## src/rtl/apb_timer.sv

```systemverilog
// APB down-counting timer: prescaler, auto-reload, sticky expiry flag, IRQ, programmable wait states.
// Optional build macro APB_TIMER_SLVERR_EN enables pslverr_o for unmapped offsets and COUNT writes.
module apb_timer #(
  parameter int ADDR_WIDTH  = 32,
  parameter int DATA_WIDTH  = 32,
  parameter int WAIT_STATES = 1
) (
  input  logic                  pclk_i,
  input  logic                  preset_i,
  input  logic                  psel_i,
  input  logic                  penable_i,
  input  logic                  pwrite_i,
  input  logic [ADDR_WIDTH-1:0] paddr_i,
  input  logic [DATA_WIDTH-1:0] pwdata_i,
  output logic [DATA_WIDTH-1:0] prdata_o,
  output logic                  pready_o,
  output logic                  pslverr_o,
  output logic                  irq_o
);

  localparam logic [1:0] ST_IDLE   = 2'd0;
  localparam logic [1:0] ST_SETUP  = 2'd1;
  localparam logic [1:0] ST_ACCESS = 2'd2;
  localparam logic [3:0] WS        = 4'(WAIT_STATES);

  logic [1:0]            state_q, state_d;
  logic [3:0]            wait_cnt_q, wait_cnt_d;
  logic                  en_q, en_d, reload_q, reload_d, irq_en_q, irq_en_d;
  logic [15:0]           prescale_q, prescale_d, pre_cnt_q, pre_cnt_d;
  logic [DATA_WIDTH-1:0] load_q, load_d, count_q, count_d;
  logic                  expired_q, expired_d, irq_q, irq_d;

  logic                  pready, bad, wr, tick, tick_eff, expire_set;
  logic                  wr_ctrl, wr_prescale, wr_load, wr_status;
  logic [2:0]            off;
  logic [DATA_WIDTH-1:0] rdata;
  logic                  unused_addr;

  assign unused_addr = ^{paddr_i[ADDR_WIDTH-1:5], paddr_i[1:0]};
  assign off         = paddr_i[4:2];

  // SETUP is the first access-phase cycle, so a zero-wait transfer completes there.
  always_comb begin
    state_d    = state_q;
    wait_cnt_d = wait_cnt_q;
    pready     = ((state_q == ST_SETUP) || (state_q == ST_ACCESS)) &&
                 psel_i && penable_i && (wait_cnt_q == 4'd0);
    case (state_q)
      ST_IDLE: begin
        if (psel_i && !penable_i) begin
          state_d    = ST_SETUP;
          wait_cnt_d = WS;
        end
      end
      ST_SETUP, ST_ACCESS: begin
        if (!psel_i || pready) begin
          state_d    = ST_IDLE;
          wait_cnt_d = 4'd0;
        end else begin
          state_d = ST_ACCESS;
          if (wait_cnt_q != 4'd0) wait_cnt_d = wait_cnt_q - 4'd1;
        end
      end
      default: begin
        state_d    = ST_IDLE;
        wait_cnt_d = 4'd0;
      end
    endcase
  end

  assign bad         = (off > 3'd4) || (pwrite_i && (off == 3'd3));
  assign wr          = pready && pwrite_i && !bad;
  assign wr_ctrl     = wr && (off == 3'd0);
  assign wr_prescale = wr && (off == 3'd1);
  assign wr_load     = wr && (off == 3'd2);
  assign wr_status   = wr && (off == 3'd4);

  always_comb begin
    rdata = '0;
    case (off)
      3'd0:    rdata = {{(DATA_WIDTH-3){1'b0}}, irq_en_q, reload_q, en_q};
      3'd1:    rdata = {{(DATA_WIDTH-16){1'b0}}, prescale_q};
      3'd2:    rdata = load_q;
      3'd3:    rdata = count_q;
      3'd4:    rdata = {{(DATA_WIDTH-1){1'b0}}, expired_q};
      default: rdata = '0;
    endcase
  end

  assign prdata_o = (pready && !pwrite_i && !bad) ? rdata : '0;
  assign pready_o = pready;
  assign irq_o    = irq_q;
`ifdef APB_TIMER_SLVERR_EN
  assign pslverr_o = pready && bad;
`else
  assign pslverr_o = 1'b0;
`endif

  // A CTRL write that clears EN discards a coinciding tick entirely.
  assign tick       = en_q && (pre_cnt_q == prescale_q);
  assign tick_eff   = tick && !(wr_ctrl && !pwdata_i[0]);
  assign expire_set = tick_eff && (count_q == '0);

  always_comb begin
    en_d       = en_q;
    reload_d   = reload_q;
    irq_en_d   = irq_en_q;
    prescale_d = prescale_q;
    load_d     = load_q;
    count_d    = count_q;
    pre_cnt_d  = (!en_q || tick) ? 16'd0 : pre_cnt_q + 16'd1;
    if (tick_eff) begin
      if (count_q != '0)  count_d = count_q - DATA_WIDTH'(1);
      else if (reload_q)  count_d = load_q;
      else                en_d    = 1'b0;
    end
    expired_d = (expired_q && !(wr_status && pwdata_i[0])) || expire_set;
    if (wr_ctrl) begin
      en_d     = pwdata_i[0];
      reload_d = pwdata_i[1];
      irq_en_d = pwdata_i[2];
    end
    if (wr_prescale) prescale_d = pwdata_i[15:0];
    if (wr_load) begin
      load_d    = pwdata_i;
      count_d   = pwdata_i;
      pre_cnt_d = 16'd0;
    end
    irq_d = expired_q && irq_en_q;
  end

  always_ff @(posedge pclk_i or posedge preset_i) begin
    if (preset_i) begin
      state_q    <= ST_IDLE;
      wait_cnt_q <= 4'd0;
      en_q       <= 1'b0;
      reload_q   <= 1'b0;
      irq_en_q   <= 1'b0;
      prescale_q <= 16'd0;
      pre_cnt_q  <= 16'd0;
      load_q     <= '0;
      count_q    <= '0;
      expired_q  <= 1'b0;
      irq_q      <= 1'b0;
    end else begin
      state_q    <= state_d;
      wait_cnt_q <= wait_cnt_d;
      en_q       <= en_d;
      reload_q   <= reload_d;
      irq_en_q   <= irq_en_d;
      prescale_q <= prescale_d;
      pre_cnt_q  <= pre_cnt_d;
      load_q     <= load_d;
      count_q    <= count_d;
      expired_q  <= expired_d;
      irq_q      <= irq_d;
    end
  end

endmodule
```

## config.mk

```make
export PLATFORM = sky130hd
export DESIGN_NAME = apb_timer
export DESIGN_NICKNAME = d
export VERILOG_FILES = /design/src/rtl/apb_timer.sv
export SDC_FILE = /design/constraint.sdc
export NUM_CORES = 1
export LEC_CHECK = 0
export ABC_CLOCK_PERIOD_IN_PS = 6960
export CAP_MARGIN = 10
export CORE_AREA = 5 5 168 170
export CTS_BUF_LIST = sky130_fd_sc_hd__clkbuf_8
export CTS_CLUSTER_DIAMETER = 150
export CTS_CLUSTER_SIZE = 8
export DETAILED_ROUTE_END_ITERATION = 10
export DIE_AREA = 0 0 173 175
export SLEW_MARGIN = 15
export SYNTH_ARGS = -nofsm -noshare
export SYNTH_HDL_FRONTEND = slang
export SYNTH_SLANG_ARGS = --single-unit
```

## constraint.sdc

```tcl
create_clock -name pclk_i -period 6.96 [get_ports pclk_i]
set_clock_uncertainty 0.05 [all_clocks]
set_input_delay 1.044 -clock pclk_i [delete_from_list [all_inputs] [get_ports pclk_i]]
set_output_delay 1.044 -clock pclk_i [all_outputs]
set_load 0.02 [all_outputs]
```

* Yosys cells after proc, flatten, opt, wreduce, memory -nomap -nowiden
Cells that the tools add are included.
** Storage, ports and cells
- Register bits after elaboration :: 107
- Output and inout bits :: 35
** Operators by class
- $add $sub $neg :: 3
- Magnitude comparators :: 1
- Eq/ne operators :: 11
- Muxes and demuxes :: 19
- Reduce and logical (&&, ||, !) cells :: 46
** Operator list (count)
- two-way mux 32 bit :: 5
- case mux 32 bit (5 select lines) :: 1
- logical NOT 32 bit :: 1
- two-way mux 16 bit :: 2
- nonzero test 32 bit :: 1
- subtractor 32 x 1 -> 32 bit, second input constant :: 1
- logical AND 1 bit :: 20
- adder 16 x 1 -> 16 bit, second input constant :: 1
- == test 16 bit :: 1
- two-way mux 4 bit :: 3
- logical NOT 1 bit :: 8
- case mux 4 bit (2 select lines) :: 1
- == test 3 x 2 -> 1 bit, second input constant :: 2
- logical OR 1 bit :: 5
- logical NOT 4 bit :: 1
- two-way mux 1 bit :: 4
- two-way mux 2 bit :: 2
- inequality test 2 bit, second input constant :: 2
- case mux 2 bit (2 select lines) :: 1
- AND reduction 2 bit :: 2
- nonzero test 2 bit :: 2
- nonzero test 4 bit :: 1
- subtractor 4 x 1 -> 4 bit, second input constant :: 1
- == test 3 x 1 -> 1 bit, second input constant :: 1
- other kinds (11) :: 11

* Logic depth before layout (Yosys ltp)
- Depth after elaboration :: 13
- Depth in mapped cells :: 11
- Mapped depth without buffers :: 8

* Least setup slack after synthesis
OpenSTA, ideal clock, no wires.
- Kind :: input-to-output
- Start :: input port penable_i
- End :: output port prdata_o[10]
- Data arrival time :: 2857 ps
- Required time :: 5866 ps
- Path slack :: 3009 ps
- Cell stages on the path :: 7
- Cells stage by stage :: nand4bb_1 -> nor2_1 -> nand2_1 -> or2_2 -> clkbuf_1 -> clkbuf_1 -> nor2_1
** On the way
- Word-level cells in the longest chain between the ends :: 5
** Ends and longest elaborated chain
- from (decl) :: line 11 : input logic penable_i,
- logical AND 1 bit (2 in series) :: line 47 : psel_i && penable_i && (wait_cnt_q == 4'd0);
- named net pready_o :: line 16 : output logic pready_o,
- logical AND 1 bit (2 in series) :: line 90 : assign prdata_o = (pready && !pwrite_i && !bad) ? rdata : '0;
- two-way mux 32 bit :: line 90
- to (decl) :: line 15 : output logic [DATA_WIDTH-1:0] prdata_o,
The timed path passes the listed nets, and every way through them passes these cells.

* Worst setup path after layout
- Start :: input port paddr_i[3]
- End :: output port prdata_o[14]
** On the way
- Word-level cells in the longest chain between the ends :: 6
** Ends and longest elaborated chain
- from (decl) :: line 13 : input logic [ADDR_WIDTH-1:0] paddr_i,
- parallel branches: the longest is 5 deep, another holds > comparator 3 bit
- two-way mux 32 bit (*) :: line 90
Mark *: on every way between the ends.

==> out/qor.tcl <==
set qor(detail_route.first_pass.iterations) 5
set qor(finalWorstPathRequiredPeriod_ns) 5.13
set qor(final_nets) 856
set qor(synth_area_per_cell_sq_um) 8.93
set qor(synth.net_count) 803
set qor(cts_root_buffer) {clkbuf_8}
set qor(routed_wire_per_std_cell_microns) 17.3
set qor(route.vias.total) 5626
set qor(die_width_microns) 173
set qor(grtUsageTotal) 0.127
set qor(num_antenna_cells) 0
set qor(cp.required_ns) 5.87
set qor(post_synth_num_cell_types) 69
set qor(hold_path.startpoint) {load_q[3]$_DFFE_PP0P_}
set qor(timing.reg2reg.setup_slack_ns) 3.76
set qor(yosys_most_used_dff) {dfrtp_1}
set qor(worst_path_max_stage_delay_ns) 0.63
set qor(ys_warnings) 0
set qor(worst-path-max-fanout) 21
set qor(fin_hold_ws_ns) 0.460
set qor(dp.cells) 1111
set qor(core-area_sq_mm) 0.0266
set qor(slew_limit_fails) 0
set qor(drt-total-wl_microns) 19500
set qor(die-area_sq_mm) 0.0303
set qor(worst_path_clk_slew_ns) 0.10
set qor(timing.rr.end) {count_q[29]$_DFFE_PP0P_}
set qor(startpoint_type) {input pin}
set qor(synthDominantAreaCellType) {dfrtp_1}
set qor(synth_sequential_area_ratio) 0.412
set qor(synthesized_cell_area_sq_mm) 0.00650
set qor(drive_gt1_frac) 0.115
set qor(final_cell_count_no_fill) 1127
set qor(postSynthCellCount) 728
set qor(clock_tree_from_tritoncts) {done}
set qor(postRouteAntennaNets) 0
set qor(io_buffers) 73
set qor(ir_worst_vdd_uv) 152
set qor(post_cts.resized_instances) 0
set qor(timing.final.crit_share) 0.737
set qor(drcViolationCount) 0
set qor(initial_util) 0.245
set qor(rsz0062_at_grt) {no}
set qor(cts_buffers) 9
set qor(timing.final.setup_violations) 0
set qor(synth-seq-cells) 107
set qor(post-cts-setup-buffers) 0
set qor(status) {complete, no violations}
set qor(antenna_violations_before_repair) 0
set qor(layout.core_utilization) 0.290
set qor(worstMarginPinSlew_ns) 0.939
set qor(critical_path.cell_chain) {clkdlybuf4s50_1, buf_4, or2_2, a21oi_1, nand2_1, or2_2, nor2_1, clkdlybuf4s50_1}
set qor(worst_skew_late_latency_ns) 0.39
set qor(worst_hold_path_type) {reg -> reg}
set qor(depth_of_the_critical_timing_path_with_buffers_and_inverters_included) 8
set qor(worst-endpoint-arrival_ns) 4.04
set qor(crit_buf_inv) 3
set qor(critical-path-slowest-cell) {or2_2}
set qor(path_class) {in -> out}
set qor(timing.critical_path.to) {prdata_o[14]}
set qor(first_global_vias) 5524
set qor(synth_top_cells_by_count) {nand2_1, dfrtp_1, nor2_1, a22oi_1, inv_1}
set qor(cts_max_path_buffers) 2
set qor(ctsHtreeMaxLevel) 3
set qor(vias_per_cell) 4.99
set qor(crit-reg2reg-launch) {pre_cnt_q[8]$_DFF_PP0_}
set qor(finalSetupTns_ns) 0
set qor(max-cap-violations) 0
set qor(worst_path_dominant_cell_family) {simple AND/OR/NAND/NOR gates}
set qor(number_of_enable_flip_flop_cells_after_synthesis) 0
set qor(drtIter0Drc) 519
set qor(critPathLaunch) {paddr_i[3]}
set qor(place.detailed.hpwl_microns) 13900
set qor(cts_num_sinks) 107
set qor(finalWeightedCongestion) 0.844
set qor(end_kind) {output pin}
set qor(placement_rows) 60
set qor(grt_pass1_wl_microns) 31200
set qor(post-place-ws_ns) 1.79
set qor(yosys.area.top_type_share) 0.412
set qor(max_freq_mhz) 195
set qor(fp.dieH_microns) 175
set qor(r2r.worst_path.cells) 7
set qor(num_io_pins) 104
set qor(yosys.cell_count.top_type) {nand2_1}
set qor(cts_hold_buffers) 0
set qor(worst_slack_ns) 1.83
set qor(fill_cell_instance_count_of_the_final_layout) 2852
set qor(leakagePower_nw) 3.30
set qor(powerDensity_mw_per_mm2) 268
set qor(grt-ovfl-total) 0
set qor(maxSlewHeadroom) 0.372
set qor(grt_max_degree) 75
set qor(synth_async_sr_flop_share) 1.00
set qor(final_hold_viol_count) 0
set qor(synthToLayoutAreaGrowth_pct) 18.8
set qor(synth.area.top_cells) {dfrtp_1, nand2_1, mux2_2}
==> cell usage in the layout (no fill, tap or decap), types with 13 or more instances in the layout <==
cell type        instances
a21oi_1                 19
a22oi_1                 31
clkdlybuf4s50_1         73
dfrtp_1                107
inv_1                   32
mux2_2                  29
nand2_1                116
nand3_1                 13
nor2_1                  80
nor3_1                  20
o21ai_0                 28
xor2_1                  30
==> metal layers <==
| layer | GRT usage | wire length, microns | up-vias |
|---|---|---|---|
| met5 | 0 | 0 | - |
| met4 | 0.0269 | 224 | 0 |
| met3 | 0.0296 | 1270 | 18 |
| met2 | 0.185 | 8370 | 180 |
| met1 | 0.191 | 9650 | 2719 |
| li1 | - | - | 2709 |
==> cells by family (layout without fill, tap and decap cells) <==
group | after synthesis | after routing | share of synthesized area
buffers and inverters | 73 | 131 | 0.0520
XOR/XNOR | 39 | 39 | 0.0526
AND/OR/NAND/NOR | 312 | 312 | 0.235
adder cells (fa/ha/maj) | 6 | 6 | 0.0116
multiplexers | 32 | 32 | 0.0606
flip-flops | 107 | 107 | 0.412
other | 1 | 1 | 0.000577
AO/OA/AOI/OAI | 158 | 158 | 0.176
==> through the flow <==
stage | area (sq um) | power, W
after floorplan | 6500 | 0.00147
after global placement | 7550 | 0.00169
after detailed placement | 7550 | 0.00172
after CTS | 7720 | 0.00208
after global routing | 7720 | 0.00222
final | 7720 | 0.00207
==> report_power, final <==
part / switching (W) / total [W] / internal (W)
Combinational: 0.000429 / 0.000742 / 0.000313
Clock: 0.000224 / 0.000361 / 0.000137
Sequential: 0.000193 / 0.000966 / 0.000772
Total: 0.000846 / 0.00207 / 0.00122
==> area by class of cell <==
class	count	area, sq um	area share
clock buffer	10	138	0.0178
clock inverter	6	33.8	0.00438
inverter	31	119	0.0154
multi-input combinational	548	3510	0.455
sequential	107	2680	0.347
tap	341	427	0.0553
timing repair buffer	84	813	0.105
==> sequential cells by signal (all words and copies together), names as in the netlist <==
signal,count
count_q,32
en_q,1
expired_q,1
irq_en_q,1
irq_o,1
load_q,32
pre_cnt_q,16
prescale_q,16
reload_q,1
state_q,2
wait_cnt_q,4
==> tightest hold or removal path, cell delays in order (launching register included) <==
cell,delay (ns)
dfrtp_1,0.37
nand2_1,0.05
nand2_1,0.06
==> how the worst min path moves through the flow <==
stage                                end  slack, ns  cells after the start
5_1_grt        wait_cnt_q[1]$_DFFE_PP0P_       0.49                      2
4_1_cts            load_q[3]$_DFFE_PP0P_       0.46                      2
3_5_place_dp       load_q[3]$_DFFE_PP0P_       0.44                      2
6_report           load_q[3]$_DFFE_PP0P_       0.46                      2
3_3_place_gp      load_q[14]$_DFFE_PP0P_       0.43                      2
2_1_floorplan      load_q[1]$_DFFE_PP0P_       0.41                      2
Power figures use the tool's default switching activity.
